## src/rtl/key_expand_ctrl.sv

```systemverilog
// Round-key expansion sequencer: presents the cipher key and each scheduler result in turn,
// handshaking with an external key scheduler and a downstream round-key consumer.
module key_expand_ctrl #(
    parameter int NUM_ROUNDS = 10,
    parameter int TIMEOUT    = 15
) (
    input  logic         clk,
    input  logic         reset,
    input  logic         load_i,
    input  logic [127:0] key_i,
    input  logic         abort_i,
    input  logic         rk_ack_i,
    output logic [127:0] round_key_o,
    output logic         round_key_valid_o,
    output logic [3:0]   round_num_o,
    output logic         busy_o,
    output logic         done_o,
    output logic         error_o,
    output logic         ks_start_o,
    output logic [3:0]   ks_round_o,
    output logic [127:0] ks_last_key_o,
    input  logic [127:0] ks_new_key_i,
    input  logic         ks_ready_i
);

    localparam int WCNT_W = (TIMEOUT < 2) ? 1 : $clog2(TIMEOUT);
    localparam logic [WCNT_W-1:0] WAIT_LAST  = WCNT_W'(TIMEOUT - 1);
    localparam logic [3:0]        LAST_ROUND = 4'(NUM_ROUNDS);

    typedef enum logic [2:0] {
        IDLE,
        PRESENT,
        START,
        WAIT,
        FLUSH,
        DONE
    } state_t;

    state_t              state;
    state_t              state_next;
    logic [127:0]        cur_key;
    logic [127:0]        cur_key_next;
    logic [3:0]          round_cnt;
    logic [3:0]          round_cnt_next;
    logic [WCNT_W-1:0]   wait_cnt;
    logic [WCNT_W-1:0]   wait_cnt_next;
    logic                error;
    logic                error_next;
    logic                wait_expired;

    // wait_cnt holds the index of the current WAIT/FLUSH cycle, starting at 0
    assign wait_expired = (wait_cnt == WAIT_LAST);

    always_ff @(posedge clk or posedge reset) begin
        if (reset) begin
            state     <= IDLE;
            cur_key   <= '0;
            round_cnt <= '0;
            wait_cnt  <= '0;
            error     <= 1'b0;
        end else begin
            state     <= state_next;
            cur_key   <= cur_key_next;
            round_cnt <= round_cnt_next;
            wait_cnt  <= wait_cnt_next;
            error     <= error_next;
        end
    end

    always_comb begin
        state_next     = state;
        cur_key_next   = cur_key;
        round_cnt_next = round_cnt;
        wait_cnt_next  = wait_cnt;
        error_next     = error;

        case (state)
            IDLE: begin
                if (load_i && !abort_i) begin
                    cur_key_next   = key_i;
                    round_cnt_next = '0;
                    error_next     = 1'b0;
                    state_next     = PRESENT;
                end
            end

            PRESENT: begin
                if (abort_i) begin
                    state_next = IDLE;
                end else if (rk_ack_i) begin
                    if (round_cnt == LAST_ROUND) begin
                        state_next = DONE;
                    end else begin
                        round_cnt_next = round_cnt + 4'd1;
                        state_next     = START;
                    end
                end
            end

            START: begin
                wait_cnt_next = '0;
                state_next    = abort_i ? FLUSH : WAIT;
            end

            WAIT: begin
                if (abort_i) begin
                    // A result arriving with the abort is simply dropped; nothing left to flush
                    state_next    = (ks_ready_i || wait_expired) ? IDLE : FLUSH;
                    wait_cnt_next = wait_cnt + 1'b1;
                end else if (ks_ready_i) begin
                    cur_key_next = ks_new_key_i;
                    state_next   = PRESENT;
                end else if (wait_expired) begin
                    error_next = 1'b1;
                    state_next = IDLE;
                end else begin
                    wait_cnt_next = wait_cnt + 1'b1;
                end
            end

            FLUSH: begin
                if (ks_ready_i || wait_expired) begin
                    state_next = IDLE;
                end else begin
                    wait_cnt_next = wait_cnt + 1'b1;
                end
            end

            DONE: begin
                state_next = IDLE;
            end

            default: begin
                state_next = IDLE;
            end
        endcase
    end

    assign busy_o            = (state != IDLE);
    assign round_key_valid_o = (state == PRESENT);
    assign round_key_o       = round_key_valid_o ? cur_key : '0;
    assign round_num_o       = round_cnt;
    assign done_o            = (state == DONE) && !abort_i;
    assign error_o           = error;
    // Scheduler operands come straight from held state, so they stay put through START/WAIT
    assign ks_start_o        = (state == START);
    assign ks_round_o        = round_cnt;
    assign ks_last_key_o     = cur_key;

endmodule

```

## config.mk

```make
export PLATFORM = sky130hd
export DESIGN_NAME = key_expand_ctrl
export DESIGN_NICKNAME = d
export VERILOG_FILES = /design/src/rtl/key_expand_ctrl.sv
export SDC_FILE = /design/constraint.sdc
export NUM_CORES = 1
export LEC_CHECK = 0
export BUFFER_PORTS_ARGS = -buffer_cell sky130_fd_sc_hd__buf_2
export CELL_PAD_IN_SITES_DETAIL_PLACEMENT = 1
export CELL_PAD_IN_SITES_GLOBAL_PLACEMENT = 1
export CORE_AREA = 4 4 205 207
export CTS_BUF_LIST = sky130_fd_sc_hd__clkbuf_16
export CTS_CLUSTER_DIAMETER = 100
export CTS_CLUSTER_SIZE = 8
export DETAILED_ROUTE_END_ITERATION = 6
export DIE_AREA = 0 0 209 211
export GPL_TIMING_DRIVEN = 0
export PLACE_DENSITY_LB_ADDON = 0.3
export SYNTH_ARGS = -nofsm -noshare
export SYNTH_HDL_FRONTEND = slang
export SYNTH_SLANG_ARGS = --single-unit
```

## constraint.sdc

```tcl
create_clock -name clk -period 3.9 [get_ports clk]
set_input_delay 0 -clock clk [delete_from_list [all_inputs] [get_ports clk]]
set_output_delay 0 -clock clk [all_outputs]
set_load 0.05 [all_outputs]
```

==> impl_metrics.tcl <==
set metrics [dict create \
    cts_resized 0 \
    drt_iter0_markers 257 \
    slew-limit-headroom_pct 58.31 \
    post-route-drc-count 0 \
    postSynthAreaPerCell_um2 9.491 \
    cts-htree-levels 4 \
    drt_first_pass_iters 4 \
    fp.dieH_um 211 \
    row_count 74 \
    met3_length_mm 2.039 \
    rsz0062_at_grt "no" \
    grt_pass1_wl_mm 59.58 \
    p_sw_share_pct 59.39 \
    placed_cell_area_um2 11050 \
    final-instance-count-excl-fill 2167 \
    cts_buffer_depth 2 \
    wl_per_cell_um 18.09 \
    met1Wirelength_mm 15.90 \
    synth_edf_count 0 \
    hold_path.class "primary input to flop" \
    required_ns 3.90 \
    cp-start-kind "flop" \
    ys.flop_type "dfrtp_1" \
    wl_met2_mm 20.70 \
    clk_pin_slew_ns 0.07 \
    vias 9160 \
    insertion_delay_ns 0.42 \
    die_w_um 209 \
    dp_hpwl_mm 29.05 \
    drt-total-wl_mm 39.19 \
    grt_overflow_total 0 \
    stdcell_area_um2 14220 \
    top_layer "met5" \
    pwr-share-comb_pct 66.6 \
    period_needed_ns 2.943 \
    critPathKind "flop to output port" \
    final_cell_mix "buf_2, dlygate4sd3_1, dfrtp_1, nand2_1" \
    fill_cells 4892 \
    hold_ws_ns 0.05833 \
    yosysSeqAreaShare_pct 45.51 \
    fin_nets 1887 \
    cp.arrival_ns 2.94 \
    core_um2 40370 \
    fp.dieArea_um2 44100 \
    peakVddDrop_mv 0.6935 \
    tightestPinTransition_ns 0.6253 \
    p_clk_share_pct 12.4 \
    initial_core_util_pct 19.07 \
    vias_per_cell 4.227 \
    status "completed" \
    power_density_nw_per_um2 911.1 \
    tns_ns 0 \
    power_leakage_nw 7.970 \
    cts_tree "built" \
    ioPinCount 531 \
    drive_gt1_share_pct 37.15 \
    p_int_mw 5.262 \
    fin_skew_ns 0.008986 \
    final.period_utilization_pct 75.47 \
    crit_fanout 10 \
    syn_area_um2 7697 \
    synth.distinct_cells 45 \
    maxSlewViolCount 0 \
    gp_congestion 0.8225 \
    critPathCaptureType "output port" \
    numCtsBuffers 17 \
    ant_nets 0 \
    cts-root-buf "clkbuf_16" \
    pwr-share-seq_pct 21.0 \
    synth_cells 811 \
    grt_pass1_vias 10330 \
    cts_sinks 140 \
    drv_cap 0 \
    setup_violations 0 \
    syn2layout_area_growth_pct 84.74 \
    syn_nets 1077 \
    ys_warn_count 0 \
    antenna_found_initial 2 \
    grt_max_degree 81 \
    timing.final.hold_violations 0 \
    grt_usage_pct 16.96 \
    fmaxAchievable_ghz 0.3398 \
    synth-seq-cells 140 \
    dp_cells 1874 \
    async_reset_ff_share_pct 100.0 \
    io_buffers 530 \
    layout_commonest_cell "buf_2" \
    power_switching_mw 7.694 \
]
==> worst max-delay path: stages, from the launching register on <==
cell and delay, ns:
dfrtp_1 0.48, nand2b_1 0.26, nor2_1 0.25, clkbuf_1 0.50, clkbuf_1 0.55, and2_1 0.22
buf_2 0.27
==> state kept, by name (all words and copies together) (netlist names) <==
register / count
ks_last_key_o: 128
wait_cnt: 4
ks_round_o: 4
error_o: 1
state: 3
==> cell families (layout without fill, tap and decap cells) <==
| logic type | after synthesis | count (layout) | share of synthesized area, % |
|---|---|---|---|
| other | 0 | 1 | 0 |
| buffers and inverters | 72 | 895 | 5.315 |
| adders and majority gates | 4 | 4 | 0.6502 |
| and+or+nand+nor | 303 | 303 | 20.06 |
| DFF | 140 | 140 | 45.51 |
| AOI/OAI and AO/OA | 163 | 163 | 11.69 |
| muxes | 129 | 129 | 16.78 |
==> final cells by class <==
| type | count | area, um^2 | share of cell area (%) |
|---|---|---|---|
| multi-input cells | 599 | 3785 | 26.62 |
| flip-flops and latches | 140 | 3503 | 24.64 |
| inverters | 7 | 31.28 | 0.2200 |
| repair buffers | 791 | 5283 | 37.15 |
| well taps | 532 | 665.6 | 4.681 |
| plain buffers | 65 | 382.9 | 2.692 |
| clock inverters | 15 | 141.4 | 0.9943 |
| clock buffers | 17 | 425.4 | 2.992 |
| diodes | 1 | 2.502 | 0.01760 |
==> power groups by stage <==
stage	logic, mW	clock network [mW]	registers (mW)
finish	8.62	1.61	2.73
floorplan	3.91	0	4.68
CTS	8.65	1.66	2.74
detailed placement	8.19	0	2.76
global placement	8.10	0	2.74
global route	9.12	1.74	2.82
==> cell usage after synthesis (all sizes together) (2+ instances only) <==
library cell,n,area (um^2)
a41oi,4,42.55
nor2,7,36.29
buf,36,266.5
or3,2,12.51
a31o,3,26.28
and2b,2,15.01
and2,129,807.0
a221oi,2,17.52
nor2b,4,25.02
a21oi,3,15.01
inv,7,26.27
nand2b,4,25.02
dfrtp,140,3503
nor3b,2,15.01
ha,4,50.05
o211ai,4,30.03
mux2i,129,1291
nand4,2,18.77
clkbuf,29,116.4
nand2,139,521.8
o21ai,138,694.4
nand3,9,45.04
==> path summary, 6_finish.rpt <==
| path | startpoint | to | slack [ns] | cells past startpoint |
|---|---|---|---|---|
| worst max-delay path | state[1]$_DFFE_PP0P_ | round_key_o[109] | 0.96 | 6 |
| worst min-delay path | ks_ready_i | state[2]$_DFFE_PP0P_ | 0.06 | 4 |
| worst max register to register | state[1]$_DFFE_PP0P_ | ks_last_key_o[110]$_DFFE_PP0P_ | 1.39 | 7 |
| worst min register to register | ks_last_key_o[82]$_DFFE_PP0P_ | ks_last_key_o[82]$_DFFE_PP0P_ | 0.50 | 2 |
| max in group asynchronous | reset | ks_last_key_o[47]$_DFFE_PP0P_ | 2.81 | 4 |
| min in group asynchronous | reset | ks_last_key_o[120]$_DFFE_PP0P_ | 0.21 | 3 |
==> routing by layer <==
metal | vias up | track usage (%)
met3 | 31 | 3.327
met5 | - | 0
li1 | 4368 | -
met1 | 4436 | 20.10
met2 | 323 | 31.90
met4 | 2 | 3.510
==> stage by stage <==
stage / util [%] / worst slack [ns] / power [mW]
4_1_cts: 35.22 / 0.8065 / 13.05
5_1_grt: 35.22 / 0.6807 / 13.68
2_1_floorplan: - / 0.1471 / 8.594
3_5_place_dp: 27.37 / 1.274 / 10.95
6_report: 35.23 / 0.9568 / 12.96
3_3_place_gp: 27.29 / -1.971 / 10.84
==> what timing repair did <==
item                      4_1_cts  5_1_grt
hold endpoints to repair      192        0
setup buffers                   0        0
hold buffers                  260        0
No activity file was read; power rests on OpenSTA's default activity.
